`src/rtl/serializer_tx.sv`:
```
// -----------------------------------------------------------------------------
// serializer_tx
//   Final stage of the PHY transmit path. Takes bytes (plus a byte-valid flag)
//   from the byte-striping mux tree and shifts them out on a single serial line,
//   MSB first. Runs on the bit clock (8x the byte rate for WIDTH=8).
//
//   After reset it emits SYNC_IDLES training symbols (IDLE_SYM), then enters
//   ACTIVE, where every symbol slot carries either an upstream byte or, when
//   upstream has nothing valid, the SKIP_SYM filler.
//
// Parameters
//   WIDTH       symbol width in bits
//   IDLE_SYM    training symbol sent during SYNC
//   SKIP_SYM    filler symbol sent in ACTIVE when no valid byte is offered
//   SYNC_IDLES  number of training symbols before ACTIVE (>= 1)
//
// Ports
//   clk         bit clock, rising-edge active
//   reset_L     asynchronous active-low reset
//   data_in     byte from upstream, sampled only on a load edge in ACTIVE
//   valid_in    data_in carries a real byte, sampled with data_in
//   data_ready  one-cycle strobe, high the cycle before each ACTIVE load edge
//   data_out    serial output (MSB of the shift register)
//   active      high while in ACTIVE
//   byte_cnt    count of valid bytes serialized, wraps at 16 bits
// -----------------------------------------------------------------------------
module serializer_tx #(
    parameter int               WIDTH      = 8,
    parameter logic [WIDTH-1:0] IDLE_SYM   = 8'hBC,
    parameter logic [WIDTH-1:0] SKIP_SYM   = 8'h7C,
    parameter int               SYNC_IDLES = 4
) (
    input  logic             clk,
    input  logic             reset_L,
    input  logic [WIDTH-1:0] data_in,
    input  logic             valid_in,
    output logic             data_ready,
    output logic             data_out,
    output logic             active,
    output logic [15:0]      byte_cnt
);

    localparam int CNT_W  = (WIDTH > 1) ? $clog2(WIDTH) : 1;
    // Wide enough to hold SYNC_IDLES itself, the value reached on the last training load.
    localparam int SYNC_W = $clog2(SYNC_IDLES + 1);

    localparam logic [CNT_W-1:0]  LAST_BIT  = CNT_W'(WIDTH - 1);
    localparam logic [SYNC_W-1:0] LAST_SYNC = SYNC_W'(SYNC_IDLES - 1);

    typedef enum logic {
        SYNC   = 1'b0,
        ACTIVE = 1'b1
    } state_t;

    state_t            state,    state_nxt;
    logic [WIDTH-1:0]  shreg,    shreg_nxt;
    logic [CNT_W-1:0]  bit_cnt,  bit_cnt_nxt;
    logic [SYNC_W-1:0] sync_cnt, sync_cnt_nxt;
    logic [15:0]       byte_cnt_nxt;
    logic              load;

    // bit_cnt resets to the last bit position, so the first edge after reset
    // release is already a load edge.
    assign load = (bit_cnt == LAST_BIT);

    // Outputs are decoded from registers only; data_ready has no input path.
    assign data_out   = shreg[WIDTH-1];
    assign active     = (state == ACTIVE);
    assign data_ready = (state == ACTIVE) && load;

    always_ff @(posedge clk or negedge reset_L) begin
        if (!reset_L) begin
            state    <= SYNC;
            shreg    <= '0;
            bit_cnt  <= LAST_BIT;
            sync_cnt <= '0;
            byte_cnt <= '0;
        end else begin
            state    <= state_nxt;
            shreg    <= shreg_nxt;
            bit_cnt  <= bit_cnt_nxt;
            sync_cnt <= sync_cnt_nxt;
            byte_cnt <= byte_cnt_nxt;
        end
    end

    always_comb begin
        state_nxt    = state;
        shreg_nxt    = shreg << 1;
        bit_cnt_nxt  = bit_cnt + CNT_W'(1);
        sync_cnt_nxt = sync_cnt;
        byte_cnt_nxt = byte_cnt;

        if (load) begin
            bit_cnt_nxt = '0;
            case (state)
                SYNC: begin
                    shreg_nxt    = IDLE_SYM;
                    sync_cnt_nxt = sync_cnt + SYNC_W'(1);
                    if (sync_cnt == LAST_SYNC) begin
                        state_nxt = ACTIVE;
                    end
                end
                ACTIVE: begin
                    if (valid_in) begin
                        shreg_nxt    = data_in;
                        // Wraps silently from 16'hFFFF to 0.
                        byte_cnt_nxt = byte_cnt + 16'd1;
                    end else begin
                        shreg_nxt = SKIP_SYM;
                    end
                end
                default: begin
                    state_nxt = SYNC;
                end
            endcase
        end
    end

endmodule

```
`config.mk`:
```
export PLATFORM = sky130hd
export DESIGN_NAME = serializer_tx
export DESIGN_NICKNAME = d
export VERILOG_FILES = /design/src/rtl/serializer_tx.sv
export SDC_FILE = /design/constraint.sdc
export NUM_CORES = 1
export LEC_CHECK = 0
export BUFFER_PORTS_ARGS = -buffer_cell sky130_fd_sc_hd__buf_2
export CORE_ASPECT_RATIO = 0.9
export CORE_MARGIN = 2
export CORE_UTILIZATION = 50
export DETAILED_ROUTE_END_ITERATION = 7
export PLACE_DENSITY_LB_ADDON = 0.12
export SLEW_MARGIN = 5
export SYNTH_ARGS = -nofsm -noshare
export SYNTH_HDL_FRONTEND = slang
export SYNTH_SLANG_ARGS = --single-unit
```
`constraint.sdc`:
```
create_clock -name clk -period 3.2 [get_ports clk]
set_input_delay 0.16 -clock clk [delete_from_list [all_inputs] [get_ports clk]]
set_output_delay 0.16 -clock clk [all_outputs]
set_load 0.005 [all_outputs]
```
* Yosys cells after proc, flatten, opt, wreduce, memory -nomap -nowiden
Index checks and enable logic that the tools add are counted. W data, S select, Z words.
Cells by class: add/sub/neg operators 3, equality and inequality tests 2, mux-type cells 6, bitwise logic cells 1, reductions and logical operators 3
Operators with widths (number):
- $add A16 B1 Y16 const B | 1
- $mux W8 | 2
- $pmux W8 S2 | 1
- $add A3 B1 Y3 const B | 2
- $eq A3 B2 Y1 const B | 1
- $eq A3 B3 Y1 const B | 1
- $mux W3 | 1
- $reduce_and A3 Y1 | 1
- $mux W1 | 2
- $reduce_and A2 Y1 | 1
- $logic_and A1 B1 Y1 | 1
- $not A1 Y1 | 1
Word-level totals: bits in registers 31, input port bits 11, output and inout bits 19

* Longest topological paths before layout
Gate-level depths: netlist (run 1).
word-level depth 3, mapped depth 7, gate-level depth less buffers 6

* Worst setup path after synthesis (run 1)
Ideal clock, no wire load.
kind reg-to-reg, from reg bit_cnt[0], to reg byte_cnt[15], data arrival time 1516 ps, path slack 1605 ps, cell stages (with the launch flop) 8, path buffers 1, cell sequence dfstp_2 > ha_1 > ha_1 > and3_1 > buf_6 > nand4_4 > nor2_2 > xor2_1
On the way: cells in the longest elaborated chain, start to end 2
Ends and longest elaborated chain:
- from (decl) | line 57 | logic [CNT_W-1:0] bit_cnt, bit_cnt_nxt;
- from (signal assigned) | line 81 | bit_cnt <= bit_cnt_nxt;
- $eq A3 B3 Y1 | line 64 | assign load = (bit_cnt == LAST_BIT);
- $reduce_and A3 Y1 (no line)
- to (signal assigned) | line 83 | byte_cnt <= byte_cnt_nxt;
- to (decl) | line 40 | output logic [15:0] byte_cnt
Every way passes these cells. A chain may end at the register's enable or synchronous reset.

* Final worst setup path (run 1)
Same ends and word-level chain as after synthesis.

==> results of run 1 <==
## power groups by stage
stage               sequential [mW]  clock (mW)  combinational, mW
finish                        0.401       0.204             0.0242
global route                  0.402       0.231             0.0280
CTS                           0.401       0.215             0.0252
detailed placement            0.409           0             0.0242
global placement              0.409           0             0.0238
floorplan                     0.409           0            0.00654
## cell usage in the layout (no fill, tap or decap), types with 2 or more instances in the layout
master / count
sky130_fd_sc_hd__clkbuf_1: 2
sky130_fd_sc_hd__dfstp_2: 3
sky130_fd_sc_hd__o22a_1: 4
sky130_fd_sc_hd__clkbuf_4: 5
sky130_fd_sc_hd__and3_1: 4
sky130_fd_sc_hd__dfrtp_1: 28
sky130_fd_sc_hd__nor2_2: 2
sky130_fd_sc_hd__inv_1: 4
sky130_fd_sc_hd__and2_1: 2
sky130_fd_sc_hd__nand2_1: 11
sky130_fd_sc_hd__xor2_1: 6
sky130_fd_sc_hd__nand4_1: 5
sky130_fd_sc_hd__buf_2: 29
sky130_fd_sc_hd__ha_1: 5
sky130_fd_sc_hd__xnor2_1: 10
sky130_fd_sc_hd__nor2_1: 3
sky130_fd_sc_hd__o21ai_0: 3
## cells in the mapped netlist (all sizes together) (3+ instances only)
master and n:
and3 5, dfrtp 28, dfstp 3, ha 5, inv 4, nand2 11, nand4 7, nor2 6
o21ai 3, o22a 4, xnor2 10, xor2 6
## worst min path at each step
| stage | to | depth (start not counted) | slack [ps] | from |
|---|---|---|---|---|
| 3_3_place_gp | shreg[7]$_DFF_PN0_ | 1 | 230 | reset_L |
| 5_1_grt | shreg[0]$_DFF_PN0_ | 2 | 30 | data_in[0] |
| 4_1_cts | shreg[0]$_DFF_PN0_ | 2 | 30 | data_in[0] |
| 3_5_place_dp | shreg[6]$_DFF_PN0_ | 1 | 230 | reset_L |
| 6_report | shreg[0]$_DFF_PN0_ | 2 | 50 | data_in[0] |
| 2_1_floorplan | active$_DFFE_PN0P_ | 0 | -140 | reset_L |
## cells by family after synthesis
logic type / count (synthesis) / share of synthesized area, %
xor+xnor: 16 / 10.6
mux: 1 / 0.852
flops: 31 / 59.0
simple gates: 36 / 17.1
fa+ha+maj: 5 / 4.73
buf+inv: 6 / 2.27
compound gates: 10 / 5.40
## state kept, by name (all words and copies together) (netlist names)
signal    flops
shreg         8
active        1
sync_cnt      3
byte_cnt     16
bit_cnt       3
## layout make-up
type	instances	share of cell area, %
tap	28	2.27
timing repair buffer	30	10.0
sequential	31	50.4
clock buffer	7	2.91
inverter	4	0.971
clock inverter	1	0.324
multi-input combinational	68	33.1
## layer usage
| layer | vias up | wire [µm] | global-route usage (%) |
|---|---|---|---|
| met5 | - | 0 | 0 |
| met3 | 5 | 98 | 5.93 |
| met1 | 396 | 1020 | 21.3 |
| met2 | 19 | 856 | 22.2 |
| li1 | 434 | - | - |
| met4 | 0 | 34 | 8.14 |
## what timing repair did
action | 4_1_cts | 5_1_grt
setup endpoints to repair | 0 | 0
resized for setup | 0 | 0
buffers inserted | 0 | 0
endpoints found under the hold margin | 28 | 0
hold buffers | 1 | 0
==> impl_metrics.csv, run 1 <==
group,metric,value,unit
critical_path,cp_common_cell,"sky130_fd_sc_hd__ha_1",
sta,rsz0062_at_grt,"no",
sta,final_critical_path_setup_slack,1100,ps
place,place_congestion,0.698,
cells_and_area,layout-drive-gt1-share,32.6,%
critical_path,critical_path_class,"reg -> reg",
cells_and_area,final_net_count,156,
logic_synthesis,synth.area.top_cells,"sky130_fd_sc_hd__dfrtp_1 53%, sky130_fd_sc_hd__xnor2_1 6.6%, sky130_fd_sc_hd__dfstp_2 6.0%",
place,post-dp-hpwl,1480,µm
drt,vias,854,
drt,post-route-drc-count,0,
critical_path,cp.depth,6,
grt,number_of_antenna_violations_at_the_first_check_in_global_routing,0,
critical_path,critical_path_slowest_stage_cell,"sky130_fd_sc_hd__dfstp_2",
job,max_cap_viol_count,0,
sta,fin_hold_ws,46.7,ps
cells_and_area,multi_input_area,512,µm²
logic_synthesis,leading_area_contributor_after_synthesis,"sky130_fd_sc_hd__dfrtp_1",
clock_network,worstSkewPairLatency,320,ps
sta,finalSetupTns,0,ps
die,boundaryPins,30,
die,fp.coreArea,2490,µm²
logic_synthesis,count_of_yosys_warnings_during_synthesis,0,
die,die_h,52.8,µm
sta,fmax,476,MHz
sta,clock-skew-final,7.02,ps
pwr,vdd.ir_drop.worst,365,µV
cells_and_area,post_layout_nonfiller_instances,169,
sta,finalHoldViolCount,0,
critical_path,critical_path.max_fanout,15,
grt,gr-total-overflow,0,
logic_synthesis,synth_instances,105,
critical_path,worstReg2RegStart,"bit_cnt[0]$_DFF_PN1_",
grt,grt_start_max_net_pins,32,
cells_and_area,final-seq-area,779,µm²
outcome,run_status,"finished, final reports clean",
clock_network,clk_pin_slew_worst_paths,80,ps
logic_synthesis,synth.cell_area,1320,µm²
pwr,pwr-share-clk,32.4,%
sta,finalWorstPathRequiredPeriod,2100,ps
pwr,internal_power,494,µW
sta,setup_viol,0,
critical_path,worstSetupStartpoint,"bit_cnt[0]$_DFF_PN1_",
pwr,power_frac_comb,3.8,%
sta,finalCritPeriodShare,65.6,%
pwr,sw_power,135,µW
drt,drt_pass1_iterations,4,
critical_path,setup.reg_to_reg.worst_slack,1100,ps
critical_path,r2r-end,"byte_cnt[15]$_DFFE_PN0P_",
pwr,design_power_total,629,µW
die,initial_util,53.1,%
place,pre_cts_ws,1080,ps
drt,drtIter0Drc,13,
critical_path,cp_top_family,"simple AND/OR/NAND/NOR gates",
clock_network,cts_tree,"built",
sta,max_slew.worst_pin.slew,647,ps
hold_path,hp-class,"in -> reg",
place,postPlaceCellArea,1490,µm²
sta,slew-limit-headroom,56.8,%
critical_path,cp.arrival,2340,ps
cells_and_area,postLayoutCellArea,1550,µm²
clock_network,clock_path_buffers,2,
die,num_rows,17,
sta,drv_slew,0,
critical_path,worstPathCellList,"ha_1 -> ha_1 -> and3_1 -> nand4_4 -> nor2_2 -> xor2_1",
critical_path,crit_path_end,"byte_cnt[15]$_DFFE_PN0P_",
critical_path,crit_path_start_kind,"register",
grt,grt_util_all_layers,15.8,%
cells_and_area,antenna_diode_count,0,
clock_network,cts_num_sinks,31,
logic_synthesis,synth_nets,121,
logic_synthesis,synth.distinct_cells,29,
critical_path,worst-endpoint-required,3440,ps
drt,detail_route.wl_per_cell,11.9,µm
logic_synthesis,ys.flop_type,"sky130_fd_sc_hd__dfrtp_1",
grt,global_route_wire_length_before_repair,3440,µm
clock_network,clock-root-buffer,"sky130_fd_sc_hd__clkbuf_4",
critical_path,ff2ff_path_depth,6,
die,die_width,58.2,µm
logic_synthesis,yosys_register_bits,31,
pwr,p_sw_share,21.4,%
logic_synthesis,yosys.area.top_type_share,53.0,%
clock_network,tritoncts_buffer_count,5,
pwr,power_frac_seq,63.8,%
pwr,power.density_cell_area,407,nW/µm²
cells_and_area,fillCellCount,202,
place,place.port_buffers,29,
logic_synthesis,yosysSeqAreaShare,59.0,%
logic_synthesis,postSynthAreaPerCell,12.6,µm²
critical_path,cp_num_buf_inv,0,
die,die-area,3070,µm²
drt,antenna_left,0,
logic_synthesis,synth-edff-count,0,
clock_network,cts.htree.levels,2,
place,dp_cells,160,
pwr,cellLeakagePower,0.824,nW
cells_and_area,postLayoutCoreUtil,62.1,%
critical_path,cp_slowest_stage_delay,540,ps
drt,detailed_route_vias_per_instance,5.05,
drt,totalWireLength,2010,µm
critical_path,type_of_element_capturing_the_critical_path,"register",
logic_synthesis,synthArstFlopShare,100,%
grt,grt_pass1_vias,805,
cells_and_area,area_delta_synth_final,17.0,%
Note: power is estimated with default switching activity, not from simulation.
==> run 2: changes to the inputs <==
ABC_AREA = 1   (was default)
CORE_UTILIZATION = 47   (was 50)
clock period = 1.8 ns   (was 3.2 ns; I/O delays follow)
==> run 2 against run 1 <==
Sequential share of layout area is 6.8 points lower. Power grew 110%. Critical path type unchanged. Global-route usage rose by 2.5 points. Largest power group unchanged. Wire length grew 28%.
==> impl_metrics.csv, run 2 <==
group,metric,value,unit
cells_and_area,final_common_cell,"sky130_fd_sc_hd__buf_2",
sta,fmax,603,MHz
cells_and_area,final_net_count,197,
logic_synthesis,yosys_register_bits,31,
drt,detailed_route_vias_per_instance,4.79,
grt,global_route_wire_length_before_repair,4630,µm
cells_and_area,mostFrequentLayoutCells,"29 x sky130_fd_sc_hd__buf_2, 28 x sky130_fd_sc_hd__nand2_1, 28 x sky130_fd_sc_hd__dfrtp_1, 13 x sky130_fd_sc_hd__inv_1, 13 x sky130_fd_sc_hd__nor2_1",
die,die-area,3440,µm²
grt,grt_util_all_layers,18.3,%
drt,post-route-drc-count,0,
critical_path,critical_path_slowest_stage_cell,"sky130_fd_sc_hd__dfstp_2",
die,boundaryPins,30,
grt,number_of_antenna_violations_at_the_first_check_in_global_routing,0,
cells_and_area,layout-drive-gt1-share,31.9,%
sta,finalHoldViolCount,0,
cells_and_area,antenna_diode_count,0,
logic_synthesis,ys.flop_type,"sky130_fd_sc_hd__dfrtp_1",
outcome,run_status,"finished, final reports clean",
drt,drtIter0Drc,45,
critical_path,worstPathCellList,"ha_1 -> ha_4 -> nand3_4 -> nor2_4 -> nand3_2 -> o21ai_1 -> nand2_1",
critical_path,critical_path_class,"reg -> reg",
drt,dr_wl_met3,154,µm
logic_synthesis,synthArstFlopShare,100,%
cells_and_area,max_flop_register,"byte_cnt",
critical_path,critical_path.max_fanout,4,
logic_synthesis,postSynthAreaPerCell,10.4,µm²
clock_network,worstSkewPairLatency,320,ps
sta,finalCritPeriodShare,92.1,%
grt,grt_pass1_vias,1060,
place,place.port_buffers,29,
grt,gr-total-overflow,0,
pwr,cellLeakagePower,0.921,nW
drt,met2RoutedLength,1220,µm
die,initial_util,50.2,%
cells_and_area,area_delta_synth_final,27.5,%
clock_network,clock-root-buffer,"sky130_fd_sc_hd__clkbuf_4",
logic_synthesis,yosysSeqAreaShare,55.6,%
logic_synthesis,count_of_yosys_warnings_during_synthesis,0,
drt,wl_met1,1160,µm
die,fp.coreArea,2790,µm²
critical_path,ff2ff_path_depth,7,
sta,finalWorstPathRequiredPeriod,1660,ps
sta,rsz0062_at_grt,"no",
clock_network,clock_path_buffers,2,
critical_path,type_of_element_capturing_the_critical_path,"register",
logic_synthesis,synth_nets,151,
drt,vias,1063,
job,max_cap_viol_count,0,
pwr,power.density_cell_area,745,nW/µm²
hold_path,hp-class,"in -> reg",
place,pre_cts_ws,75.5,ps
critical_path,crit_path_start_kind,"register",
sta,final_critical_path_setup_slack,141,ps
sta,drv_slew,0,
logic_synthesis,synth.cell_area,1400,µm²
clock_network,post_cts.repair.setup_buffers,0,
logic_synthesis,yosys.area.top_type_share,50.0,%
critical_path,cp.arrival,1870,ps
logic_synthesis,synth_commonest_cells,"28 x sky130_fd_sc_hd__dfrtp_1, 28 x sky130_fd_sc_hd__nand2_1, 13 x sky130_fd_sc_hd__inv_1, 13 x sky130_fd_sc_hd__nor2_1, 8 x sky130_fd_sc_hd__xnor2_1",
logic_synthesis,leading_area_contributor_after_synthesis,"sky130_fd_sc_hd__dfrtp_1",
place,post-dp-hpwl,1870,µm
hold_path,hold_path_depth,3,
critical_path,cp_slowest_stage_delay,550,ps
logic_synthesis,synth.distinct_cells,24,
die,die_width,61.6,µm
sta,clock-skew-final,3.06,ps
critical_path,worst-endpoint-required,2020,ps
drt,drt_pass1_iterations,4,
pwr,design_power_total,1.33,mW
die,num_rows,18,
die,die_h,55.8,µm
logic_synthesis,synth-edff-count,0,
clock_network,cts_num_sinks,31,
drt,detail_route.wl_per_cell,11.6,µm
cells_and_area,biggest_registers_after_layout,"byte_cnt (16), shreg (8)",
logic_synthesis,synth.area.top_cells,"sky130_fd_sc_hd__dfrtp_1 50%, sky130_fd_sc_hd__nand2_1 7.5%, sky130_fd_sc_hd__dfstp_2 5.6%",
cells_and_area,largest_register_ffs,16,
sta,slew-limit-headroom,56.6,%
cells_and_area,post_layout_nonfiller_instances,222,
grt,grt_start_max_net_pins,32,
drt,totalWireLength,2570,µm
clock_network,cts.htree.levels,2,
clock_network,tritoncts_buffer_count,5,
place,place_congestion,0.835,
pwr,vdd.ir_drop.worst,465,µV
sta,setup_viol,0,
clock_network,cts_tree,"built",
sta,finalSetupTns,0,ps
drt,antenna_left,0,
drt,route.top_layer_used,"met4",
sta,max_slew.worst_pin.slew,651,ps
clock_network,clk_pin_slew_worst_paths,90,ps
place,dp_cells,206,
logic_synthesis,synth_instances,135,
run 2: changes by cell type in the layout (fill, tap and decap cells not counted), moves of 5 or more:
| cell | change |
|---|---|
| sky130_fd_sc_hd__inv_1 | +9 |
| sky130_fd_sc_hd__nand3_1 | +5 |
| sky130_fd_sc_hd__dlygate4sd3_1 | +7 |
| sky130_fd_sc_hd__nand2_1 | +17 |
| sky130_fd_sc_hd__nor2_1 | +10 |
run 2: per-layer routing:
metal | track usage (%) | vias to the layer above
met2 | 27.1 | 34
met5 | 0 | -
met3 | 8.14 | 5
li1 | - | 520
met4 | 6.08 | 0
met1 | 23.7 | 504
run 2: cells by family after synthesis:
family / after synthesis / synth area share [%]
DFF: 31 / 55.6
buffers and inverters: 14 / 4.28
and+or+nand+nor: 62 / 22.2
muxes: 1 / 0.803
AOI/OAI and AO/OA: 9 / 4.55
adders and majority gates: 5 / 4.46
xor gates and xnor gates: 13 / 8.12
run 2: repair_timing:
action | CTS | global route
hold endpoints to repair | 35 | 0
resized for setup | 0 | 2
endpoints found under the setup margin | 0 | 8
hold buffers | 8 | 0
run 2: critical path, delay by kind of cell, from the launching register on:
family          cells  cell delay (ps)
fa+ha+maj           2              370
compound gates      1              130
flops               1              550
simple gates        4              510
run 2: worst paths after layout:
check                                      from                  endpoint  slack, ps
max                        bit_cnt[0]$_DFF_PN1_  byte_cnt[13]$_DFFE_PN0P_        140
min                                  data_in[6]        shreg[6]$_DFF_PN0_         40
max reg2reg                bit_cnt[0]$_DFF_PN1_  byte_cnt[13]$_DFFE_PN0P_        140
min reg2reg                  shreg[5]$_DFF_PN0_        shreg[6]$_DFF_PN0_        470
max in group asynchronous               reset_L        shreg[6]$_DFF_PN0_       1060
min in group asynchronous               reset_L   sync_cnt[0]$_DFFE_PN0P_        320
run 2: area by class of cell:
| type | instances | area [µm²] |
|---|---|---|
| Fill cell | 250 | 1000 |
| Sequential cell | 31 | 779 |
| Multi-Input combinational cell | 90 | 576 |
| Timing Repair Buffer | 40 | 248 |
| Clock buffer | 6 | 51.3 |
| Tap cell | 40 | 50.0 |
| Inverter | 13 | 48.8 |
| Clock inverter | 2 | 35.0 |
run 2: per-stage QoR:
stage / instance area (µm²) / hold slack (ps) / util [%]
final: 1790 / 36.3 / 64.0
after global routing: 1790 / 18.7 / 64.0
after CTS: 1780 / 22.0 / 63.6
after detailed placement: 1610 / 165 / 57.6
after global placement: 1610 / 161 / 57.6
after floorplan: 1400 / -206 / -
run 2: power breakdown:
part	leakage (nW)	total [mW]	internal, mW	switching, mW
registers	0.378	0.714	0.707	0.00680
clock network	0.0482	0.559	0.328	0.231
logic	0.495	0.0579	0.0306	0.0273
total	0.921	1.33	1.07	0.266
==> run 3: changes to the inputs <==
PLACE_DENSITY = 0.85   (was default)
PLACE_DENSITY_LB_ADDON = default   (was 0.12)
==> run 3 against run 2 <==
Critical path depth increased by 2. Power increased by 0.46%. Clock power increased by 0.9%. First-iteration DRC count increased by 6.7%. Non-clock buffer count increased by 2. Fmax increased by 2.4%. Die area unchanged. Flip-flop and latch count unchanged. Via count increased by 2.8%. Core utilization increased by 0.54 points. Sequential share of layout area decreased by 0.36 points. Combinational power increased by 2%. Critical path type unchanged. Highest routed layer unchanged.
==> impl_metrics.csv, run 3 (synthesized netlist as in run 2, its figures left out) <==
group,metric,value,unit
cells_and_area,layout-drive-gt1-share,32.6,%
sta,max_slew.worst_pin.slew,683,ps
cells_and_area,max_flop_register,"byte_cnt",
sta,drv_slew,0,
drt,post-route-drc-count,0,
drt,antenna_left,0,
place,place_congestion,0.880,
grt,grt_util_all_layers,19.4,%
job,max_cap_viol_count,0,
hold_path,hp-class,"in -> reg",
sta,slew-limit-headroom,54.5,%
place,post-dp-hpwl,2080,µm
sta,fmax,618,MHz
sta,finalWorstPathRequiredPeriod,1620,ps
clock_network,cts_num_sinks,31,
clock_network,tritoncts_buffer_count,5,
cells_and_area,final_net_count,199,
die,num_rows,18,
clock_network,clock_path_buffers,2,
place,place.port_buffers,29,
critical_path,cp_slowest_stage_delay,540,ps
drt,drt_pass1_iterations,4,
critical_path,cp_common_cell,"sky130_fd_sc_hd__nand2_2",
sta,fin_hold_ws,24.1,ps
critical_path,cp.arrival,1850,ps
clock_network,clock-root-buffer,"sky130_fd_sc_hd__clkbuf_4",
critical_path,worst-endpoint-required,2030,ps
grt,number_of_antenna_violations_at_the_first_check_in_global_routing,0,
die,boundaryPins,30,
cells_and_area,antenna_diode_count,0,
critical_path,cp_top_family,"simple AND/OR/NAND/NOR gates",
sta,finalCritPeriodShare,89.9,%
critical_path,worstPathCellList,"ha_1 -> ha_4 -> nand2_2 -> nor2_4 -> nand2_2 -> nor2_2 -> nand3_1 -> nand2_1 -> inv_1",
clock_network,cts.htree.levels,2,
sta,finalSetupTns,0,ps
die,initial_util,50.2,%
cells_and_area,postLayoutCellArea,1800,µm²
grt,gr-total-overflow,0,
clock_network,worstSkewPairLatency,330,ps
sta,rsz0062_at_grt,"no",
critical_path,critical_path_class,"reg -> reg",
pwr,cellLeakagePower,0.932,nW
drt,detailed_route_vias_per_instance,4.88,
critical_path,cp_num_buf_inv,1,
critical_path,critical_path_slowest_stage_cell,"sky130_fd_sc_hd__dfstp_2",
die,fp.coreArea,2790,µm²
sta,setup_viol,0,
pwr,power.density_cell_area,742,nW/µm²
critical_path,crit_path_start_kind,"register",
critical_path,type_of_element_capturing_the_critical_path,"register",
cells_and_area,biggest_registers_after_layout,"byte_cnt (16), shreg (8)",
grt,grt_start_max_net_pins,32,
cells_and_area,largest_register_ffs,16,
grt,grt_pass1_vias,1113,
place,postPlaceCellArea,1610,µm²
cells_and_area,final_common_cell,"sky130_fd_sc_hd__buf_2",
clock_network,cts_tree,"built",
cells_and_area,area_delta_synth_final,28.5,%
drt,detail_route.wl_per_cell,12.9,µm
grt,global_route_wire_length_before_repair,4840,µm
die,die_width,61.6,µm
drt,drtIter0Drc,48,
sta,clock-skew-final,12.4,ps
die,die-area,3440,µm²
drt,totalWireLength,2890,µm
pwr,vdd.ir_drop.worst,490,µV
clock_network,clk_pin_slew_worst_paths,100,ps
die,die_h,55.8,µm
drt,vias,1093,
critical_path,critical_path.max_fanout,4,
sta,finalHoldViolCount,0,
cells_and_area,mostFrequentLayoutCells,"29 x sky130_fd_sc_hd__buf_2, 28 x sky130_fd_sc_hd__nand2_1, 28 x sky130_fd_sc_hd__dfrtp_1, 13 x sky130_fd_sc_hd__inv_1, 13 x sky130_fd_sc_hd__nor2_1",
outcome,run_status,"finished, final reports clean",
[run 3: cell types whose count changed in the layout (fill, tap and decap cells not counted), sizes merged]
cell / delta
buf: +2
[run 3: worst paths after layout]
path / start / endpoint / slack, ps / cells after the start
worst max-delay path: bit_cnt[0]$_DFF_PN1_ / byte_cnt[15]$_DFFE_PN0P_ / 180 / 9
worst min-delay path: data_in[6] / shreg[6]$_DFF_PN0_ / 20 / 3
worst max register to register: bit_cnt[0]$_DFF_PN1_ / byte_cnt[15]$_DFFE_PN0P_ / 180 / 9
worst min register to register: shreg[3]$_DFF_PN0_ / shreg[4]$_DFF_PN0_ / 490 / 1
max in group asynchronous: reset_L / shreg[2]$_DFF_PN0_ / 1030 / 2
min in group asynchronous: reset_L / sync_cnt[0]$_DFFE_PN0P_ / 320 / 2
[run 3: worst reg2reg max path, cell delays in order (launching register included)]
cell	delay, ps
sky130_fd_sc_hd__dfstp_2	540
sky130_fd_sc_hd__ha_1	180
sky130_fd_sc_hd__ha_4	170
sky130_fd_sc_hd__nand2_2	80
sky130_fd_sc_hd__nor2_4	140
sky130_fd_sc_hd__nand2_2	70
sky130_fd_sc_hd__nor2_2	130
sky130_fd_sc_hd__nand3_1	90
sky130_fd_sc_hd__nand2_1	80
sky130_fd_sc_hd__inv_1	30
[run 3: power breakdown]
part / switching (mW) / internal [mW]
Sequential: 0.00686 / 0.707
Clock: 0.236 / 0.328
Combinational: 0.0286 / 0.0304
[run 3: layout make-up]
| cell class | instances | area, µm² |
|---|---|---|
| clock inverters | 2 | 35.0 |
| flip-flops and latches | 31 | 779 |
| repair buffers | 42 | 263 |
| well taps | 40 | 50.0 |
| multi-input cells | 90 | 576 |
| clock buffers | 6 | 51.3 |
| inverters | 13 | 48.8 |
| fillers | 221 | 990 |
[run 3: layer usage]
| layer | up-vias | part of all wire, % | wire length [µm] | GRT usage, % |
|---|---|---|---|---|
| met4 | 0 | 1.9 | 55 | 6.69 |
| met5 | - | 0 | 0 | 0 |
| met1 | 524 | 41 | 1190 | 23.4 |
| met2 | 38 | 51 | 1490 | 30.8 |
| met3 | 8 | 5.5 | 158 | 7.67 |
| li1 | 523 | - | - | - |
[run 3: through the flow]
step | utilization (%) | total power, mW | setup slack, ps | instances
after CTS | 63.6 | 1.35 | 47.1 | 222
after global routing | 64.6 | 1.40 | 43.0 | 224
after global placement | 57.6 | 0.772 | 139 | 206
final | 64.6 | 1.34 | 181 | 224
after detailed placement | 57.6 | 0.774 | 61.0 | 206
after floorplan | - | 0.740 | 180 | 135
[run 3: what timing repair did]
action                                 4_1_cts  5_1_grt
setup endpoints to repair                    0        8
hold buffers                                 8        0
setup buffers                                0        2
gates resized for setup                      0        2
endpoints found under the hold margin       35        0
